===== config.mk =====
export PLATFORM = sky130hd
export DESIGN_NAME = gen_scheduler
export DESIGN_NICKNAME = d
export VERILOG_FILES = /design/src/rtl/gen_scheduler.sv
export SDC_FILE = /design/constraint.sdc
export NUM_CORES = 1
export LEC_CHECK = 0
export CORE_MARGIN = 4
export CORE_UTILIZATION = 55
export DETAILED_ROUTE_END_ITERATION = 6
export PLACE_DENSITY = 0.79
export SLEW_MARGIN = 15
export SYNTH_ARGS = -nofsm -noshare
export SYNTH_HDL_FRONTEND = slang
export SYNTH_SLANG_ARGS = --single-unit

===== constraint.sdc =====
create_clock -name clk_in -period 2.71 [get_ports clk_in]
set_input_delay 0.271 -clock clk_in [delete_from_list [all_inputs] [get_ports clk_in]]
set_output_delay 0.271 -clock clk_in [all_outputs]
set_load 0.05 [all_outputs]

===== src/rtl/gen_scheduler.sv =====
// gen_scheduler: paces the life engine against the display.
// Divides render frames down to a generation rate and issues logic start
// pulses. Swaps buffers only at frame end, and gives up on a generation
// the life logic never finishes.
//
// Ports:
//   clk_in, rst_n_in    clock, asynchronous active-low reset
//   speed_in            speed setting, larger = faster (frame divider reload)
//   run_in              level, 1 = free run, 0 = paused
//   step_in             pulse, advance one generation while paused
//   render_done_in      pulse, end of a rendered frame
//   logic_done_in       pulse, life logic finished a generation
//   buf_ready_in        level, double buffer can accept a swap
//   logic_start_out     pulse, start next generation
//   buf_swap_out        pulse, swap buffers
//   busy_out            high whenever the scheduler is not idle
//   gen_count_out       completed (swapped) generations, wraps
//   timeout_out         sticky watchdog flag
module gen_scheduler #(
    parameter int unsigned SPEED_WIDTH    = 4,
    parameter int unsigned TIMEOUT_CYCLES = 2000000,
    parameter int unsigned GEN_WIDTH      = 16
) (
    input  logic                   clk_in,
    input  logic                   rst_n_in,
    input  logic [SPEED_WIDTH-1:0] speed_in,
    input  logic                   run_in,
    input  logic                   step_in,
    input  logic                   render_done_in,
    input  logic                   logic_done_in,
    input  logic                   buf_ready_in,
    output logic                   logic_start_out,
    output logic                   buf_swap_out,
    output logic                   busy_out,
    output logic [GEN_WIDTH-1:0]   gen_count_out,
    output logic                   timeout_out
);

    localparam int unsigned WD_WIDTH = $clog2(TIMEOUT_CYCLES);
    localparam logic [SPEED_WIDTH-1:0] FRAME_MAX = '1;
    localparam logic [WD_WIDTH-1:0]    WD_LAST   = WD_WIDTH'(TIMEOUT_CYCLES - 1);

    typedef enum logic [2:0] {
        IDLE      = 3'd0,
        START     = 3'd1,
        COMPUTE   = 3'd2,
        WAIT_SWAP = 3'd3,
        SWAP      = 3'd4
    } state_t;

    state_t                 state, state_nxt;
    logic [SPEED_WIDTH-1:0] frame_cnt, frame_nxt;
    logic [WD_WIDTH-1:0]    wd_cnt, wd_nxt;
    logic [GEN_WIDTH-1:0]   gen_nxt;
    logic                   timeout_nxt;

    // State, counters and registered outputs; pulses are decoded from the
    // next state so they line up with the state they belong to.
    always_ff @(posedge clk_in or negedge rst_n_in) begin
        if (!rst_n_in) begin
            state           <= IDLE;
            frame_cnt       <= FRAME_MAX;
            wd_cnt          <= '0;
            logic_start_out <= 1'b0;
            buf_swap_out    <= 1'b0;
            busy_out        <= 1'b0;
            gen_count_out   <= '0;
            timeout_out     <= 1'b0;
        end else begin
            state           <= state_nxt;
            frame_cnt       <= frame_nxt;
            wd_cnt          <= wd_nxt;
            logic_start_out <= (state_nxt == START);
            buf_swap_out    <= (state_nxt == SWAP);
            busy_out        <= (state_nxt != IDLE);
            gen_count_out   <= gen_nxt;
            timeout_out     <= timeout_nxt;
        end
    end

    // Next-state and counter updates.
    always_comb begin
        state_nxt   = state;
        frame_nxt   = frame_cnt;
        wd_nxt      = wd_cnt;
        gen_nxt     = gen_count_out;
        timeout_nxt = timeout_out;
        case (state)
            IDLE: begin
                // Divider only counts frames that pass while idle.
                if (render_done_in && (frame_cnt != '0)) begin
                    frame_nxt = frame_cnt - SPEED_WIDTH'(1);
                end
                if ((run_in && (frame_cnt == '0)) || (!run_in && step_in)) begin
                    state_nxt = START;
                end
            end
            START: begin
                frame_nxt = FRAME_MAX - speed_in;
                wd_nxt    = '0;
                state_nxt = COMPUTE;
            end
            COMPUTE: begin
                // A done arriving on the expiry cycle still counts.
                if (logic_done_in) begin
                    state_nxt = WAIT_SWAP;
                end else if (wd_cnt == WD_LAST) begin
                    timeout_nxt = 1'b1;
                    state_nxt   = IDLE;
                end else begin
                    wd_nxt = wd_cnt + WD_WIDTH'(1);
                end
            end
            WAIT_SWAP: begin
                if (render_done_in && buf_ready_in) begin
                    gen_nxt   = gen_count_out + GEN_WIDTH'(1);
                    state_nxt = SWAP;
                end
            end
            SWAP: begin
                state_nxt = IDLE;
            end
            default: begin
                state_nxt = IDLE;
            end
        endcase
    end

endmodule


==> Implementation_results.wiki <==
{| class="wikitable"
! Metric !! Value
|-
| Result of the run || completed
|-
| Largest cells by area after synthesis || dfrtp_1 46%, xnor2_1 8.7%, dfstp_2 4.4%, and4_1 3.6%, nor2_1 3.1%
|-
| # DRC || 0
|-
| Number of DRC violations after detailed-routing iteration 0 || 57
|-
| Fill cells || 343
|-
| Post-synthesis sequential element count || 48
|-
| Cells along the critical path || ha_1 > and4_1 > and4b_1 > and4_1 > or3_1 > a21oi_1
|-
| Share of cells above drive strength 1 || 7.84%
|-
| Top cells by instance count after synthesis || 44 x dfrtp_1, 24 x xnor2_1, 20 x nor2_1, 19 x nand2_1
|-
| Setup CP Type || flip-flop to flip-flop
|-
| Clock transition time at the flip-flop clock pins of the worst setup and hold paths || 0.09 ns
|-
| Residual antenna-violating net count after detailed routing || 0
|-
| Post-Syn Nets || 247
|-
| Placed wire-length estimate || 3.30 mm
|-
| Total grt overflow || 0
|-
| Cell class contributing the biggest share of worst-path delay || simple AND/OR/NAND/NOR gates
|-
| CTS tree || built
|-
| Clock Tree Buf Depth || 2
|-
| Standard-cell row count || 23
|-
| Cell chosen for the clock root || clkbuf_8
|-
| Syn avg cell area || 10.3 µm²
|-
| Utilization of the core after routing || 69.4%
|-
| Final net count || 281
|-
| # setup viols final || 0
|-
| Max-slew violations || 0
|-
| Effective utilization at floorplan || 58.5%
|-
| Wire length of the first global-routing pass || 7.91 mm
|-
| Post-cts resize count || 0
|-
| Cell count after placement || 308
|-
| Number of global-route vias before repair || 1749
|-
| Number of top-level pins || 31
|-
| Fin. Hold Viols || 0
|-
| Cell Area, Synth || 2410 µm²
|-
| Lkg Pwr || 0.00123 µW
|-
| Power density over cell area || 734 nW/µm²
|-
| Yosys warning total || 0
|-
| Total CTS buffers || 5
|-
| Mapped Cells || 233
|-
| Critical path peak fanout || 8
|-
| Total negative slack for setup checks || 0 ns
|-
| Most common cell type on the critical path || and4_1
|-
| Critical Path End Type || flip-flop
|-
| Type of origin of the critical path || flip-flop
|-
| Highest achievable clock rate || 490 MHz
|-
| Wire length per cell after detailed routing || 14.8 µm
|-
| Number of iterations in the first detailed-routing pass || 4
|-
| Chip width || 74.2 µm
|-
| GRT Util Overall || 18.6%
|-
| Wire length reported by the detailed router || 4.69 mm
|-
| Sequential-to-total area share from yosys stat || 50.1%
|-
| Count of distinct cell types in the synthesized netlist || 45
|-
| Synth async-reset ratio || 100%
|-
| Minimum period implied by the final worst setup slack || 2.04 ns
|-
| Final period utilization || 75.4%
|-
| Count of maximum capacitance violations || 0
|-
| Die Area || 5500 µm²
|-
| N_diodes || 0
|-
| Slowest cell on the critical path || dfrtp_1
|-
| EDFF count, synth || 0
|-
| Source-to-sink clock delay at the later pin of the worst-skew pair || 0.30 ns
|-
| Slew @ Worst Pin || 0.913 ns
|-
| Buffers added on ports || 30
|-
| Arrival time at the worst endpoint || 2.27 ns
|-
| Prevailing post-synth register cell || dfrtp_1
|-
| Num Clock Sinks || 48
|-
| Worst ir drop on vdd || 474 µV
|-
| Post-synthesis to final-layout area growth || 18.6%
|-
| Height of the chip || 74.2 µm
|-
| Detailed-route vias per instance || 5.81
|-
| Maximum level of the CTS H-tree || 2
|-
| Area share of the leading cell type in the synthesized netlist || 45.7%
|-
| Setup repair after global routing missed its margin || no
|-
| Buffer count from post-CTS setup fixing || 0
|-
| Slowest stage delay, CP || 0.43 ns
|-
| Number of antenna violations at the first check in global routing || 0
|-
| Area leader, netlist || dfrtp_1
|-
| Worst Clk Skew || 0.00625 ns
|-
| Non-filler cells in the finished layout || 318
|-
| Worst path required time || 2.94 ns
|-
| Most common cell in the netlist || dfrtp_1
|-
| Number of buffer and inverter instances along the worst setup path || 0
|-
| Tightest Hold Check Type || input pin to async pin
|-
| Maximum number of pins on one net before global-route repair || 49
|-
| Worst slew margin relative to its limit || 38.4%
|-
| Total via count after detailed routing || 1846
|-
| GP Congestion || 0.799
|-
| Area of the core || 4120 µm²
|}
-- registers in the layout, summed over array words and instances (netlist names) --
register,flops
logic_start_out,1
wd_cnt,21
buf_swap_out,1
gen_count_out,16
timeout_out,1
frame_cnt,4
state,3
busy_out,1
-- per-layer routing --
metal  global-route usage, %  vias up  part of all wire (%)
met3                    4.59        6                   4.2
met1                    25.0      888                    46
li1                        -      914                     -
met2                    29.7       38                    48
met5                       0        -                     0
met4                    6.04        0                   1.4
-- cells by family after synthesis --
logic type                 after synthesis  synth area share, %
xor gates and xnor gates                28                 10.2
muxes                                    6                 2.55
adders and majority gates                3                 1.56
DFF                                     48                 50.1
AOI/OAI and AO/OA                       30                 7.90
buffers and inverters                   10                 1.97
and+or+nand+nor                        108                 25.7
-- cell type report --
cell class | count | area [µm²] | area share (%)
inverters | 4 | 15.0 | 0.526
repair buffers | 33 | 333 | 11.7
well taps | 50 | 62.6 | 2.19
clock inverters | 2 | 12.5 | 0.438
flip-flops and latches | 48 | 1210 | 42.2
multi-input cells | 175 | 1150 | 40.4
clock buffers | 6 | 72.6 | 2.54
-- placed cells by master, fill, tap and decap left out, drive strengths merged, types with 6 or more instances in the layout --
cell	n
a21oi	10
and4	10
clkbuf	6
clkdlybuf4s50	29
dfrtp	44
nand2	19
nand3	10
nand4	10
nor2	21
nor3	7
o21ai	7
or3	7
xnor2	24
-- metrics by stage --
stage	hold WS [ns]	total power [µW]	setup WS, ns	instance area (µm²)
final	0.471	2100	0.667	2860
after global routing	0.473	2230	0.573	2860
after CTS	0.189	2110	0.691	2830
after detailed placement	0.470	1690	0.584	2740
after global placement	0.457	1680	0.622	2740
after floorplan	-0.0246	1500	0.739	2410
-- repair_timing --
action	in CTS	in global routing
endpoints found under the hold margin	0	18
hold buffers	0	1
setup endpoints to repair	0	0
-- report_power, final --
part           total (µW)  internal (µW)  switching [µW]
registers             999            853             146
logic                 684            278             406
clock network         413            180             232
-- worst paths after layout --
path	startpoint	end	slack (ns)	depth (start not counted)
min in group clk_in	speed_in[2]	frame_cnt[2]	0.47	2
worst min-delay path	rst_n_in	timeout_out	0.47	2
worst max register to register	wd_cnt[0]	wd_cnt[8]	0.67	6
worst min register to register	gen_count_out[15]	gen_count_out[15]	0.48	1
worst max-delay path	wd_cnt[0]	wd_cnt[8]	0.67	6
max in group asynchronous	rst_n_in	wd_cnt[14]	1.72	3
(Power assumes the default switching activity.)
